[src/rtl/bfm_ahbl_apb_bridge_mc.sv]
// AHB-Lite slave to multi-channel APB3 master bridge; slot index taken from HADDR[SLOT_LSB+3:SLOT_LSB].
// Optional APB_TIMEOUT_EN adds an ACCESS wait limit of TIMEOUT_CYCLES; TPD is carried for harness compatibility only.
module bfm_ahbl_apb_bridge_mc #(
  parameter int NUM_SLAVES     = 16,
  parameter int SLOT_LSB       = 8,
  parameter int PADDR_W        = 8,
  parameter int TIMEOUT_CYCLES = 256,
  parameter int TPD            = 1
) (
  input  logic                    HCLK,
  input  logic                    HRESET,
  input  logic                    HSEL,
  input  logic [31:0]             HADDR,
  input  logic                    HWRITE,
  input  logic [1:0]              HTRANS,
  input  logic [2:0]              HSIZE,
  input  logic [31:0]             HWDATA,
  input  logic                    HREADYIN,
  output logic [31:0]             HRDATA,
  output logic                    HREADYOUT,
  output logic                    HRESP,
  output logic [PADDR_W-1:0]      PADDR,
  output logic [NUM_SLAVES-1:0]   PSEL,
  output logic                    PENABLE,
  output logic                    PWRITE,
  output logic [31:0]             PWDATA,
  input  logic [32*NUM_SLAVES-1:0] PRDATA,
  input  logic [NUM_SLAVES-1:0]   PREADY,
  input  logic [NUM_SLAVES-1:0]   PSLVERR
);

  if (NUM_SLAVES < 1 || NUM_SLAVES > 16 || PADDR_W < 1 || PADDR_W > 32 ||
      SLOT_LSB < 0 || SLOT_LSB > 28 || TIMEOUT_CYCLES < 1 || TIMEOUT_CYCLES > 65535 ||
      TPD < 0) begin : g_bad_params
    $error("bfm_ahbl_apb_bridge_mc: parameter out of range");
  end

  typedef enum logic [2:0] {
    ST_IDLE, ST_DPHASE, ST_SETUP, ST_ACCESS, ST_ERR1, ST_ERR2
  } state_t;

  state_t               state_q, state_d;
  logic [PADDR_W-1:0]   paddr_q, paddr_d;
  logic                 pwrite_q, pwrite_d;
  logic [3:0]           idx_q, idx_d;
  logic [31:0]          pwdata_q, pwdata_d;
  logic [31:0]          hrdata_q, hrdata_d;

  logic                 accept;
  logic [3:0]           idx_in;
  logic                 legal_in;
  logic [31:0]          sel_prdata;
  logic                 sel_pready;
  logic                 sel_pslverr;
  logic                 timeout_hit;
  logic                 psel_en;

  assign accept   = HSEL & HREADYIN & HTRANS[1];
  assign idx_in   = HADDR[SLOT_LSB+3:SLOT_LSB];
  assign legal_in = ({1'b0, idx_in} < 5'(NUM_SLAVES)) && (HSIZE <= 3'b010);

  always_comb begin
    sel_prdata  = '0;
    sel_pready  = 1'b0;
    sel_pslverr = 1'b0;
    for (int i = 0; i < NUM_SLAVES; i++) begin
      if (idx_q == 4'(i)) begin
        sel_prdata  = PRDATA[32*i +: 32];
        sel_pready  = PREADY[i];
        sel_pslverr = PSLVERR[i];
      end
    end
  end

`ifdef APB_TIMEOUT_EN
  logic [15:0] tmo_cnt_q, tmo_cnt_d;

  always_comb begin
    tmo_cnt_d = tmo_cnt_q;
    if (state_q == ST_SETUP)
      tmo_cnt_d = '0;
    else if (state_q == ST_ACCESS && !sel_pready)
      tmo_cnt_d = tmo_cnt_q + 16'd1;
  end

  assign timeout_hit = (state_q == ST_ACCESS) && !sel_pready &&
                       (tmo_cnt_d == 16'(TIMEOUT_CYCLES));

  always_ff @(posedge HCLK or posedge HRESET) begin
    if (HRESET) tmo_cnt_q <= '0;
    else        tmo_cnt_q <= tmo_cnt_d;
  end
`else
  assign timeout_hit = 1'b0;
`endif

  always_ff @(posedge HCLK or posedge HRESET) begin
    if (HRESET) state_q <= ST_IDLE;
    else        state_q <= state_d;
  end

  // Only IDLE accepts; a transfer shown during ERR2 is cancelled by the master.
  always_comb begin
    state_d = state_q;
    case (state_q)
      ST_IDLE: begin
        if (accept) begin
          if (!legal_in)   state_d = ST_ERR1;
          else if (HWRITE) state_d = ST_DPHASE;
          else             state_d = ST_SETUP;
        end
      end
      ST_DPHASE: state_d = ST_SETUP;
      ST_SETUP:  state_d = ST_ACCESS;
      ST_ACCESS: begin
        if (sel_pready)       state_d = sel_pslverr ? ST_ERR1 : ST_IDLE;
        else if (timeout_hit) state_d = ST_ERR1;
      end
      ST_ERR1:   state_d = ST_ERR2;
      ST_ERR2:   state_d = ST_IDLE;
      default:   state_d = ST_IDLE;
    endcase
  end

  always_comb begin
    HREADYOUT = 1'b1;
    HRESP     = 1'b0;
    PENABLE   = 1'b0;
    psel_en   = 1'b0;
    case (state_q)
      ST_DPHASE: HREADYOUT = 1'b0;
      ST_SETUP: begin
        HREADYOUT = 1'b0;
        psel_en   = 1'b1;
      end
      ST_ACCESS: begin
        HREADYOUT = 1'b0;
        psel_en   = 1'b1;
        PENABLE   = 1'b1;
      end
      ST_ERR1: begin
        HREADYOUT = 1'b0;
        HRESP     = 1'b1;
      end
      ST_ERR2:   HRESP = 1'b1;
      default: ;
    endcase
    PSEL = '0;
    for (int i = 0; i < NUM_SLAVES; i++)
      PSEL[i] = psel_en && (idx_q == 4'(i));
  end

  // Address-phase fields are captured once at accept so they stay stable through ACCESS.
  always_comb begin
    paddr_d  = paddr_q;
    pwrite_d = pwrite_q;
    idx_d    = idx_q;
    pwdata_d = pwdata_q;
    hrdata_d = hrdata_q;
    if (state_q == ST_IDLE && accept) begin
      paddr_d  = HADDR[PADDR_W-1:0];
      pwrite_d = HWRITE;
      idx_d    = idx_in;
    end
    if (state_q == ST_DPHASE)
      pwdata_d = HWDATA;
    if (state_q == ST_ACCESS && sel_pready && !sel_pslverr && !pwrite_q)
      hrdata_d = sel_prdata;
  end

  always_ff @(posedge HCLK or posedge HRESET) begin
    if (HRESET) begin
      paddr_q  <= '0;
      pwrite_q <= 1'b0;
      idx_q    <= '0;
      pwdata_q <= '0;
      hrdata_q <= '0;
    end else begin
      paddr_q  <= paddr_d;
      pwrite_q <= pwrite_d;
      idx_q    <= idx_d;
      pwdata_q <= pwdata_d;
      hrdata_q <= hrdata_d;
    end
  end

  assign PADDR  = paddr_q;
  assign PWRITE = pwrite_q;
  assign PWDATA = pwdata_q;
  assign HRDATA = hrdata_q;

endmodule

[config.mk]
export PLATFORM = sky130hd
export DESIGN_NAME = bfm_ahbl_apb_bridge_mc
export DESIGN_NICKNAME = d
export VERILOG_FILES = /design/src/rtl/bfm_ahbl_apb_bridge_mc.sv
export SDC_FILE = /design/constraint.sdc
export NUM_CORES = 1
export LEC_CHECK = 0
export CAP_MARGIN = 40
export CORE_AREA = 2 2 276 278
export DETAILED_ROUTE_END_ITERATION = 7
export DIE_AREA = 0 0 278 280
export GPL_ROUTABILITY_DRIVEN = 0
export SLEW_MARGIN = 5
export SYNTH_ARGS = -nofsm -noshare
export SYNTH_HDL_FRONTEND = slang
export SYNTH_SLANG_ARGS = --single-unit
[constraint.sdc]
create_clock -name HCLK -period 5.75 [get_ports HCLK]
set_input_delay 1.15 -clock HCLK [delete_from_list [all_inputs] [get_ports HCLK]]
set_output_delay 1.15 -clock HCLK [all_outputs]
set_load 0.02 [all_outputs]
==> summary.txt <==
Outcome
  – Status: completed

Drt
  – Wire per inst: approximately 31 um
  – Antenna Nets Post-Route: 0
  – DRT Pass-1 Iters: 8
  – Drc violations: 0
  – Routed WL: roughly 86000 um
  – Vias: 12580
  – DRC marker count from the first detailed-route iteration: 1187
  – DR vias/cell: about 4.5

Clock tree
  – # clock sinks: 80
  – Clk root buf: clkbuf_16
  – H-tree levels: 3
  – Clock slew at reported path FFs: approximately 80 ps
  – Total CTS buffers: 9
  – Post-CTS sizing: 0
  – Clk_lat worst skew: between 300 and 400 ps
  – CTS Buffer Depth: 2
  – CTS tree: built
  – Hold buffer count at CTS: 0
  – Setup Fix Bufs, Post-CTS: 0

Yosys
  – Mapped cell area: between 8000 and 9000 sq um
  – Asr flop ratio synth: 100.0%
  – Yosys top cell area share: 23.07%
  – Syn nets: between 1500 and 2000
  – Post-synthesis register bit count: 80
  – Post-Synth Simple-Gate Area: between 10% and 20%
  – Post-synthesis compound-gate area fraction: between 30% and 40%
  – Seq/Total Area, Yosys: 23.07%
  – Netlist cell types: between 60 and 70
  – Synth area leader: dfrtp_1
  – Syn_area_per_cell: 7.795 sq um
  – Post-synthesis mux area share: 17.31%
  – Post-synth EDFFs: 0
  – Main synth FF type: dfrtp_1
  – Synthesized-area fraction occupied by adder cells: 0%
  – Cell count after synthesis: 1113
  – Top cells by area, synth: dfrtp_1, mux2_2, o21ai_0
  – Ys Warns: 0
  – Largest family of logic cells by synthesized area: compound AO/OA/AOI/OAI gates
  – Post-Synth XOR/XNOR Area: 0%

Placed design
  – Placed Cells: 2741
  – Detailed placement HPWL: 70670 um
  – PortBufs: roughly 690

Floorplanning
  – Initial core utilization: 11.54%
  – Io pins: slightly above 700
  – Die ar.: a little under 80000 sq um
  – Site Rows: roughly 100
  – Die X: 278 um
  – Die Y: about 280 um
  – Core area: approximately 75000 sq um

Timing
  – Final Max Tran Viols: 0
  – Worst-case hold slack: around 500 ps
  – Final count of hold timing violations: 0
  – RSZ-0062 raised after global routing: no
  – Worst slew pin tran: 988.9 ps
  – Period utilization: roughly four fifths
  – Relative slew slack: between 30% and 40%
  – Setup TNS Final: 0 ps
  – Highest achievable clock rate: about 0.22 GHz
  – Post-route minimum period: between 4000 and 5000 ps
  – Final setup viols: 0
  – Setup Skew: about 12 ps

Finish
  – Layout Nets: 2392
  – Area grow syn2layout: 98.95%
  – Non-filler instance count after layout: 2768
  – Fill count: 8319
  – Area of the multi-input gates: about 6200 sq um
  – Register area: approximately 2000 sq um
  – Layout cells sized above 1: between 10% and 20%

Setup path
  – CP required: 4600 ps
  – Worst setup SP type: flop
  – Worst-path cell chain: buf_4 > nor2b_2 > nand2_1 > nor2_1 > clkdlybuf4s50_1
  – CP Class: flop to output port
  – Buffer and inverter count on the worst path: 2
  – Crit end category: output port
  – Worst EP arrival: between 3000 and 4000 ps
  – Worst reg2reg setup slack: between 1500 and 2000 ps
  – Top delay family on crit path: buffers and inverters
  – Slowest-stage cell, CP: dfrtp_4
  – Crit path max fanout: 55
  – CP peak stage delay: around 980 ps

Global routing
  – Largest net degree at the start of global routing: 71
  – Number of global-route vias before repair: ~13000
  – Antenna violations before repair: 20
  – Overflow after GRT: 0
  – Overall Global Routing Usage: roughly a fifth
  – First-pass GRT wire length: 111500 um

Power and ir drop
  – Pwr/cell area: between 500 and 600 nW/um^2
  – VDD IR-drop max: ~0.23 mV
  – Leakage power total: roughly 6.2 nW

Worst hold path
  – Hold Path Class: flop to flop

Job
  – Max-Cap Viols: 0
==> logic make-up after synthesis <==
family,Yosys count
muxes,133
buffers and inverters,126
and+or+nand+nor,295
AOI/OAI and AO/OA,479
DFF,80
==> flip-flops by register name (all words and copies together), names as in the netlist <==
| name | flops |
|---|---|
| state_q | 3 |
| PWRITE | 1 |
| PWDATA | 32 |
| HRDATA | 32 |
| idx_q | 4 |
| PADDR | 8 |
==> where the power goes <==
part	internal, mW	switching, mW	total, mW	leakage (nW)
registers	0.844	0.446	1.29	0.953
clock network	0.356	0.310	0.666	0.148
logic	2.54	4.35	6.89	5.12
==> per-stage QoR <==
stage	utilization (%)	setup slack, ps	instance area (sq um)	power [mW]
finish	22.96	1220	17260	8.847
global route	22.93	1089	17240	9.279
CTS	22.92	1195	17230	8.880
detailed placement	22.50	1629	16920	8.172
global placement	22.38	1669	16830	8.109
floorplan	-	2541	8676	4.398
==> cell usage in the layout, fill, tap and decap left out, types with 12 or more instances in the layout <==
| master | n |
|---|---|
| nor2_1 | 97 |
| buf_4 | 61 |
| a211oi_1 | 12 |
| mux2_2 | 58 |
| o22a_1 | 14 |
| o2bb2ai_1 | 13 |
| mux2i_1 | 51 |
| inv_1 | 16 |
| nand2_1 | 88 |
| nor2b_1 | 28 |
| o22ai_1 | 42 |
| clkdlybuf4s50_1 | 688 |
| o211ai_1 | 19 |
| o21a_1 | 12 |
| dfrtp_1 | 76 |
| a221oi_1 | 13 |
| nand2b_1 | 17 |
| mux2_1 | 18 |
| o221ai_1 | 16 |
| o21ai_0 | 123 |
| a22oi_1 | 19 |
| a21oi_1 | 89 |
==> cell type report <==
cell class | count | share of cell area [%]
Multi-Input combinational cell | 907 | 35.80
Sequential cell | 80 | 11.69
Tap cell | 978 | 7.090
Inverter | 19 | 0.4277
Clock buffer | 10 | 1.385
Clock inverter | 6 | 0.4277
Antenna cell | 11 | 0.1595
Timing Repair Buffer | 757 | 43.02
==> path summary, 6_finish.rpt <==
check | cells after the start | end | start
max | 5 | PSEL[12] | idx_q[2]$_DFFE_PP0P_
min | 1 | HRDATA[10]$_DFFE_PP0P_ | HRDATA[10]$_DFFE_PP0P_
max reg2reg | 8 | HRDATA[29]$_DFFE_PP0P_ | idx_q[2]$_DFFE_PP0P_
min reg2reg | 1 | HRDATA[10]$_DFFE_PP0P_ | HRDATA[10]$_DFFE_PP0P_
max in group asynchronous | 3 | idx_q[0]$_DFFE_PP0P_ | HRESET
min in group asynchronous | 2 | HRDATA[12]$_DFFE_PP0P_ | HRESET
==> synthesized netlist by cell type (4+ instances only) <==
cell	count
o2111ai_1	8
o211ai_1	19
a221o_1	8
buf_4	4
o32a_1	8
mux2i_1	51
o32ai_1	5
a22o_1	6
o22a_1	14
o21a_1	12
nand2b_1	19
mux2_2	58
nor3_1	7
a31oi_1	8
and2_1	5
o21ai_0	123
a222oi_1	5
a32oi_1	7
a22oi_1	19
a21oi_1	89
clkbuf_1	55
mux2_1	18
buf_1	7
o2bb2ai_1	13
nor3b_1	5
nor2b_1	34
dfrtp_1	80
and3_1	4
a211o_1	11
o221ai_1	16
buf_2	39
a221oi_1	13
o22ai_1	42
nor2_1	103
nand3_1	11
o211a_1	4
mux4_2	6
a211oi_1	12
inv_1	18
a21o_1	9
a2bb2oi_1	7
nand2_1	88
nand3b_1	5
==> metal layers <==
| metal | global-route usage (%) | part of all wire [%] | routed length [um] |
|---|---|---|---|
| met4 | 6.279 | 2.6 | 2233 |
| met2 | 33.15 | 44 | 38080 |
| met1 | 28.20 | 45 | 38350 |
| met3 | 5.546 | 8.4 | 7203 |
| met5 | 0 | 0.11 | 97 |
Power figures use the tool's default switching activity.
